## src/rtl/serial_adder_pkg.sv

```systemverilog
// Shared constants and state encoding for the bit-serial adder/subtractor.
package serial_adder_pkg;

  // Default operand/result width in bits.
  localparam int DEFAULT_WIDTH = 8;

  // Controller states: waiting, shifting bits, one-cycle result strobe.
  typedef enum logic [1:0] {
    IDLE = 2'd0,
    RUN  = 2'd1,
    DONE = 2'd2
  } state_e;

endpackage : serial_adder_pkg

```

## src/rtl/serial_adder_full_adder.sv

```systemverilog
// One-bit adder cells: a half adder and a full adder built from two of them.

module half_adder (
  input  logic a_i,
  input  logic b_i,
  output logic sum_o,
  output logic cout_o
);

  assign sum_o  = a_i ^ b_i;
  assign cout_o = a_i & b_i;

endmodule : half_adder

module full_adder (
  input  logic a_i,
  input  logic b_i,
  input  logic cin_i,
  output logic sum_o,
  output logic cout_o
);

  logic s1_s;
  logic c1_s;
  logic c2_s;

  half_adder u_ha0 (
    .a_i    (a_i),
    .b_i    (b_i),
    .sum_o  (s1_s),
    .cout_o (c1_s)
  );

  half_adder u_ha1 (
    .a_i    (s1_s),
    .b_i    (cin_i),
    .sum_o  (sum_o),
    .cout_o (c2_s)
  );

  // At most one of the two half adders can generate a carry.
  assign cout_o = c1_s | c2_s;

endmodule : full_adder

```

## src/rtl/serial_adder.sv

```systemverilog
// Bit-serial adder/subtractor: one full-adder cell, LSB first, WIDTH cycles
// per operation, registered results with a one-cycle done strobe.
module serial_adder
  import serial_adder_pkg::*;
#(
  parameter int WIDTH = DEFAULT_WIDTH
) (
  input  logic             clk,
  input  logic             rst,
  input  logic             start,
  input  logic             sub,
  input  logic [WIDTH-1:0] a,
  input  logic [WIDTH-1:0] b,
  input  logic             cin,
  output logic [WIDTH-1:0] sum,
  output logic             cout,
  output logic             overflow,
  output logic             busy,
  output logic             done
);

  localparam int CW = $clog2(WIDTH + 1);
  localparam logic [CW-1:0] LAST_BIT = CW'(WIDTH - 1);

  state_e           state_q, state_d;
  logic [CW-1:0]    cnt_q, cnt_d;
  logic [WIDTH-1:0] a_sh_q, a_sh_d;
  logic [WIDTH-1:0] b_sh_q, b_sh_d;
  logic [WIDTH-1:0] acc_q, acc_d;
  logic             carry_q, carry_d;
  logic [WIDTH-1:0] sum_q, sum_d;
  logic             cout_q, cout_d;
  logic             ovf_q, ovf_d;
  logic             busy_q;
  logic             done_q;

  logic             fa_s_s;
  logic             fa_c_s;
  logic [WIDTH-1:0] acc_shift_s;
  logic [WIDTH-1:0] ld_b_s;
  logic             ld_carry_s;

  full_adder u_fa (
    .a_i    (a_sh_q[0]),
    .b_i    (b_sh_q[0]),
    .cin_i  (carry_q),
    .sum_o  (fa_s_s),
    .cout_o (fa_c_s)
  );

  // Subtraction is a + ~b + 1, so the inverted operand and forced carry are
  // prepared here and loaded on start.
  assign ld_b_s     = sub ? ~b : b;
  assign ld_carry_s = sub ? 1'b1 : cin;

  // New sum bit enters at the MSB; after WIDTH shifts it lands at bit 0.
  assign acc_shift_s = (acc_q >> 1) | (WIDTH'(fa_s_s) << (WIDTH - 1));

  // Next-state and datapath control; every register holds by default.
  always_comb begin
    state_d = state_q;
    cnt_d   = cnt_q;
    a_sh_d  = a_sh_q;
    b_sh_d  = b_sh_q;
    acc_d   = acc_q;
    carry_d = carry_q;
    sum_d   = sum_q;
    cout_d  = cout_q;
    ovf_d   = ovf_q;
    case (state_q)
      IDLE, DONE: begin
        if (start) begin
          state_d = RUN;
          a_sh_d  = a;
          b_sh_d  = ld_b_s;
          carry_d = ld_carry_s;
          acc_d   = {WIDTH{1'b0}};
          cnt_d   = {CW{1'b0}};
        end else begin
          state_d = IDLE;
        end
      end
      RUN: begin
        a_sh_d  = a_sh_q >> 1;
        b_sh_d  = b_sh_q >> 1;
        acc_d   = acc_shift_s;
        carry_d = fa_c_s;
        cnt_d   = cnt_q + CW'(1);
        if (cnt_q == LAST_BIT) begin
          // carry_q here is the carry into the MSB.
          state_d = DONE;
          sum_d   = acc_shift_s;
          cout_d  = fa_c_s;
          ovf_d   = carry_q ^ fa_c_s;
        end else begin
          state_d = RUN;
        end
      end
      default: begin
        state_d = IDLE;
      end
    endcase
  end

  // State, datapath and result registers with synchronous reset.
  always_ff @(posedge clk) begin
    if (rst) begin
      state_q <= IDLE;
      cnt_q   <= {CW{1'b0}};
      a_sh_q  <= {WIDTH{1'b0}};
      b_sh_q  <= {WIDTH{1'b0}};
      acc_q   <= {WIDTH{1'b0}};
      carry_q <= 1'b0;
      sum_q   <= {WIDTH{1'b0}};
      cout_q  <= 1'b0;
      ovf_q   <= 1'b0;
      busy_q  <= 1'b0;
      done_q  <= 1'b0;
    end else begin
      state_q <= state_d;
      cnt_q   <= cnt_d;
      a_sh_q  <= a_sh_d;
      b_sh_q  <= b_sh_d;
      acc_q   <= acc_d;
      carry_q <= carry_d;
      sum_q   <= sum_d;
      cout_q  <= cout_d;
      ovf_q   <= ovf_d;
      busy_q  <= (state_d == RUN);
      done_q  <= (state_d == DONE);
    end
  end

  assign sum      = sum_q;
  assign cout     = cout_q;
  assign overflow = ovf_q;
  assign busy     = busy_q;
  assign done     = done_q;

endmodule : serial_adder

```

## config.mk

```make
export PLATFORM = sky130hd
export DESIGN_NAME = serial_adder
export DESIGN_NICKNAME = d
export VERILOG_FILES = /design/src/rtl/serial_adder_pkg.sv /design/src/rtl/serial_adder_full_adder.sv /design/src/rtl/serial_adder.sv
export SDC_FILE = /design/constraint.sdc
export NUM_CORES = 1
export LEC_CHECK = 0
export ABC_AREA = 1
export CORE_MARGIN = 5
export CORE_UTILIZATION = 35
export DETAILED_ROUTE_END_ITERATION = 10
export GPL_ROUTABILITY_DRIVEN = 0
export REMOVE_ABC_BUFFERS = 1
export SYNTH_ARGS = -nofsm -noshare
export SYNTH_HDL_FRONTEND = slang
export SYNTH_SLANG_ARGS = --single-unit
```

## constraint.sdc

```tcl
create_clock -name clk -period 2.83 [get_ports clk]
set_input_delay 0.4245 -clock clk [delete_from_list [all_inputs] [get_ports clk]]
set_output_delay 0.4245 -clock clk [all_outputs]
set_load 0.01 [all_outputs]
```

==> results.md <==
- Iteration-0 DRC Markers: between 100 and 150
- Post-Syn Instances: between 200 and 300
- Final ANT Viol Nets: 0
- TNS Setup: 0 ns
- Drt wl/cell: between 10 and 15 microns
- Met1 usage: 14.4%
- Overall Global Routing Usage: roughly 12%
- Measured slew at the worst slew-check pin: between 0.6 and 0.7 ns
- Antenna cells: 0
- Core area: 5170 sq um
- CP Class: input port to flip-flop
- Post-route clock period utilization: about 57%
- Clock Sinks: 42
- Post-synth EDFFs: 0
- YS warnings: 0
- Critical Path AT: 1.81 ns
- CP max stage cell: clkdlybuf4s50_1
- Crit Reg-Reg Startpoint: state_q[0]
- Worst stage delay on the critical path: approximately 0.48 ns
- Largest cells by area after synthesis: dfxtp_1, nand2_1, inv_1, nand3_1, a21oi_1
- I/O pin count: 33
- CTS root buffer: clkbuf_8
- Hold depth: 2
- Num CTS Buffers: 5
- Largest net degree at the start of global routing: 22
- Hold endpoint: acc_q[1]
- Worst Hold Class: flip-flop to flip-flop
- Starting density of the core: between 30 and 40%
- NumNets Final: 325
- DIE HEIGHT: 83.3 microns
- Met3 Track Usage GR: 4.26%
- Worst Skew: 0.00174 ns
- Final setup fails: 0
- Row cnt: 26
- Yosys top cell area share: 44.7%
- Synth Register Bits: 42
- Crit-path cells: clkdlybuf4s50_1, nand2_1, nand2_2, clkinv_2, nand2_1, a21oi_2
- GRT Max-Usage Layer: met2
- Routed vias/inst: 4.36
- Die area: 6930 sq um
- Post-CTS setup buffer count: 0
- Most area-hungry cell type in the Yosys netlist: dfxtp_1
- Synth unique cells: 23
- Post-synth top flop: dfxtp_1
- Reg2reg path depth: 6
- Max-slew violation count: 0
- Worst-path maximum fanout: 18
- Drc violations: 0
- Max-slew headroom: 57.7%
- CP Capture Type: flip-flop
- Post-Route WL: 3790 microns
- CTS-repair resized insts: 0
- RSZ-0062 raised after global routing: no
- CP required: roughly 3.0 ns
- Layout cell share with drive strength beyond 1: 7.92%
- First-pass iteration count of the detailed router: 4
- CTS tree: yes
- Most common cell in the synthesized netlist: nand2_1
- Top post-synthesis cells by count: nand2_1, dfxtp_1, inv_1, nand3_1, a21oi_1
- Critical Path Start Type: input port
- Clock Latency Late Sink: 0.29 ns
- Async S/R FF share, synth: 0%
- Fillers: 555
- Die Wd: about 83 microns
- Hold slack: 0.463 ns
- Vias in the first global route: 1421
- Vias: approximately 1600
- GRT met2 Usage: between 10% and 20%
- Avg Cell Area, Syn: about 7.0 sq um
- Initial antenna violation count: 0
- Clock transition at path regs: 0.08 ns
- Bufs on Longest Clock Path: 2
- Lkg Pwr: between 0.001 and 0.0015 uW
- Fmax: 615 MHz
- Peak supply drop: slightly above 200 uV
- Crit path buf inv count: 2
- Most frequent cell on the critical path: nand2_1
- Worst path top cell family by delay: buffers and inverters
- Worst R2R Setup Slack: 1.37 ns
- Post-Route Utilization: 45.5%
- Critical R2R Capture: a_sh_q[5]
- PD cells: roughly 520 nW/um^2
- Hold_sp: acc_q[1]
- Final Hold Vio Count: 0
- Max-Cap Viols: 0
- H-tree levels: 2
- Area of the mapped netlist: roughly 1900 sq um
- Seq/Total Area, Yosys: 44.7%
- Synth-to-layout area growth: 25.2%
- PortBufs: 32
- First-pass GRT wire length: 6560 microns
- Detailed Place HPWL: 2620 microns
- Total grt overflow: 0
- Final min period: 1.63 ns
- CTS Hold Bufs: 0
- Status: completed
[power breakdown]
part	total [uW]	switching, uW	internal (uW)
Sequential	629	14.7	614
Clock	447	200	246
Combinational	155	88.7	66.7
[cells by family after synthesis]
group	count (synthesis)	synth area share, %
buffers and inverters	50	11.6
xor gates and xnor gates	2	0.932
adders and majority gates	2	1.73
DFF	42	44.7
and+or+nand+nor	141	31.8
AOI/OAI and AO/OA	33	9.19
[cell type report]
cell class	count	area [sq um]	share of cell area, %
Clock buffer	8	110	4.68
Inverter	40	151	6.43
Multi-Input combinational cell	178	821	34.9
Sequential cell	42	841	35.7
Tap cell	70	87.6	3.72
Timing Repair Buffer	35	343	14.6
[worst register-to-register path, delay by kind of cell (launching register included)]
kind	cells	cell delay [ns]
AO/OA/AOI/OAI	1	0.13
buffers and inverters	2	0.31
flip-flops	1	0.42
AND/OR/NAND/NOR	3	0.54
[how the worst max path moves through the flow]
stage | startpoint | end | cells after the start
5_1_grt | start | a_sh_q[0] | 7
2_1_floorplan | state_q[0] | sum[0] | 5
6_report | start | a_sh_q[5] | 6
3_3_place_gp | start | carry_q | 7
4_1_cts | start | b_sh_q[2] | 7
3_5_place_dp | start | b_sh_q[2] | 7
[sequential cells by signal, indices dropped and copies added, names as in the netlist]
name      flops
a_sh_q        8
acc_q         7
b_sh_q        8
busy          1
carry_q       1
cnt_q         4
cout          1
done          1
overflow      1
state_q       2
sum           8
[cell usage in the layout (no fill, tap or decap)]
cell type	n
a21oi_1	20
a21oi_2	2
buf_4	3
clkbuf_8	8
clkdlybuf4s50_1	32
clkinv_2	1
dfxtp_1	42
fa_1	1
ha_1	1
inv_1	37
inv_2	2
nand2_1	96
nand2_2	4
nand2_4	1
nand3_1	27
nor2_1	10
nor2_2	1
nor2_4	2
o21ai_0	11
xnor2_1	1
xor2_1	1
[metrics by stage]
stage	power [uW]	area, sq um	setup slack, ns	cells
final	1230	2350	1.20	373
after global routing	1300	2350	1.08	373
after CTS	1240	2350	1.19	373
after detailed placement	800	2240	0.887	365
after global placement	797	2240	0.918	365
after floorplan	732	1810	1.52	260
[per-layer routing]
metal	share of wire (%)	up-vias
met2	47	23
met3	5.1	5
met4	1.1	0
li1	-	888
met5	0	-
met1	47	710
No activity file was read; power rests on OpenSTA's default activity.
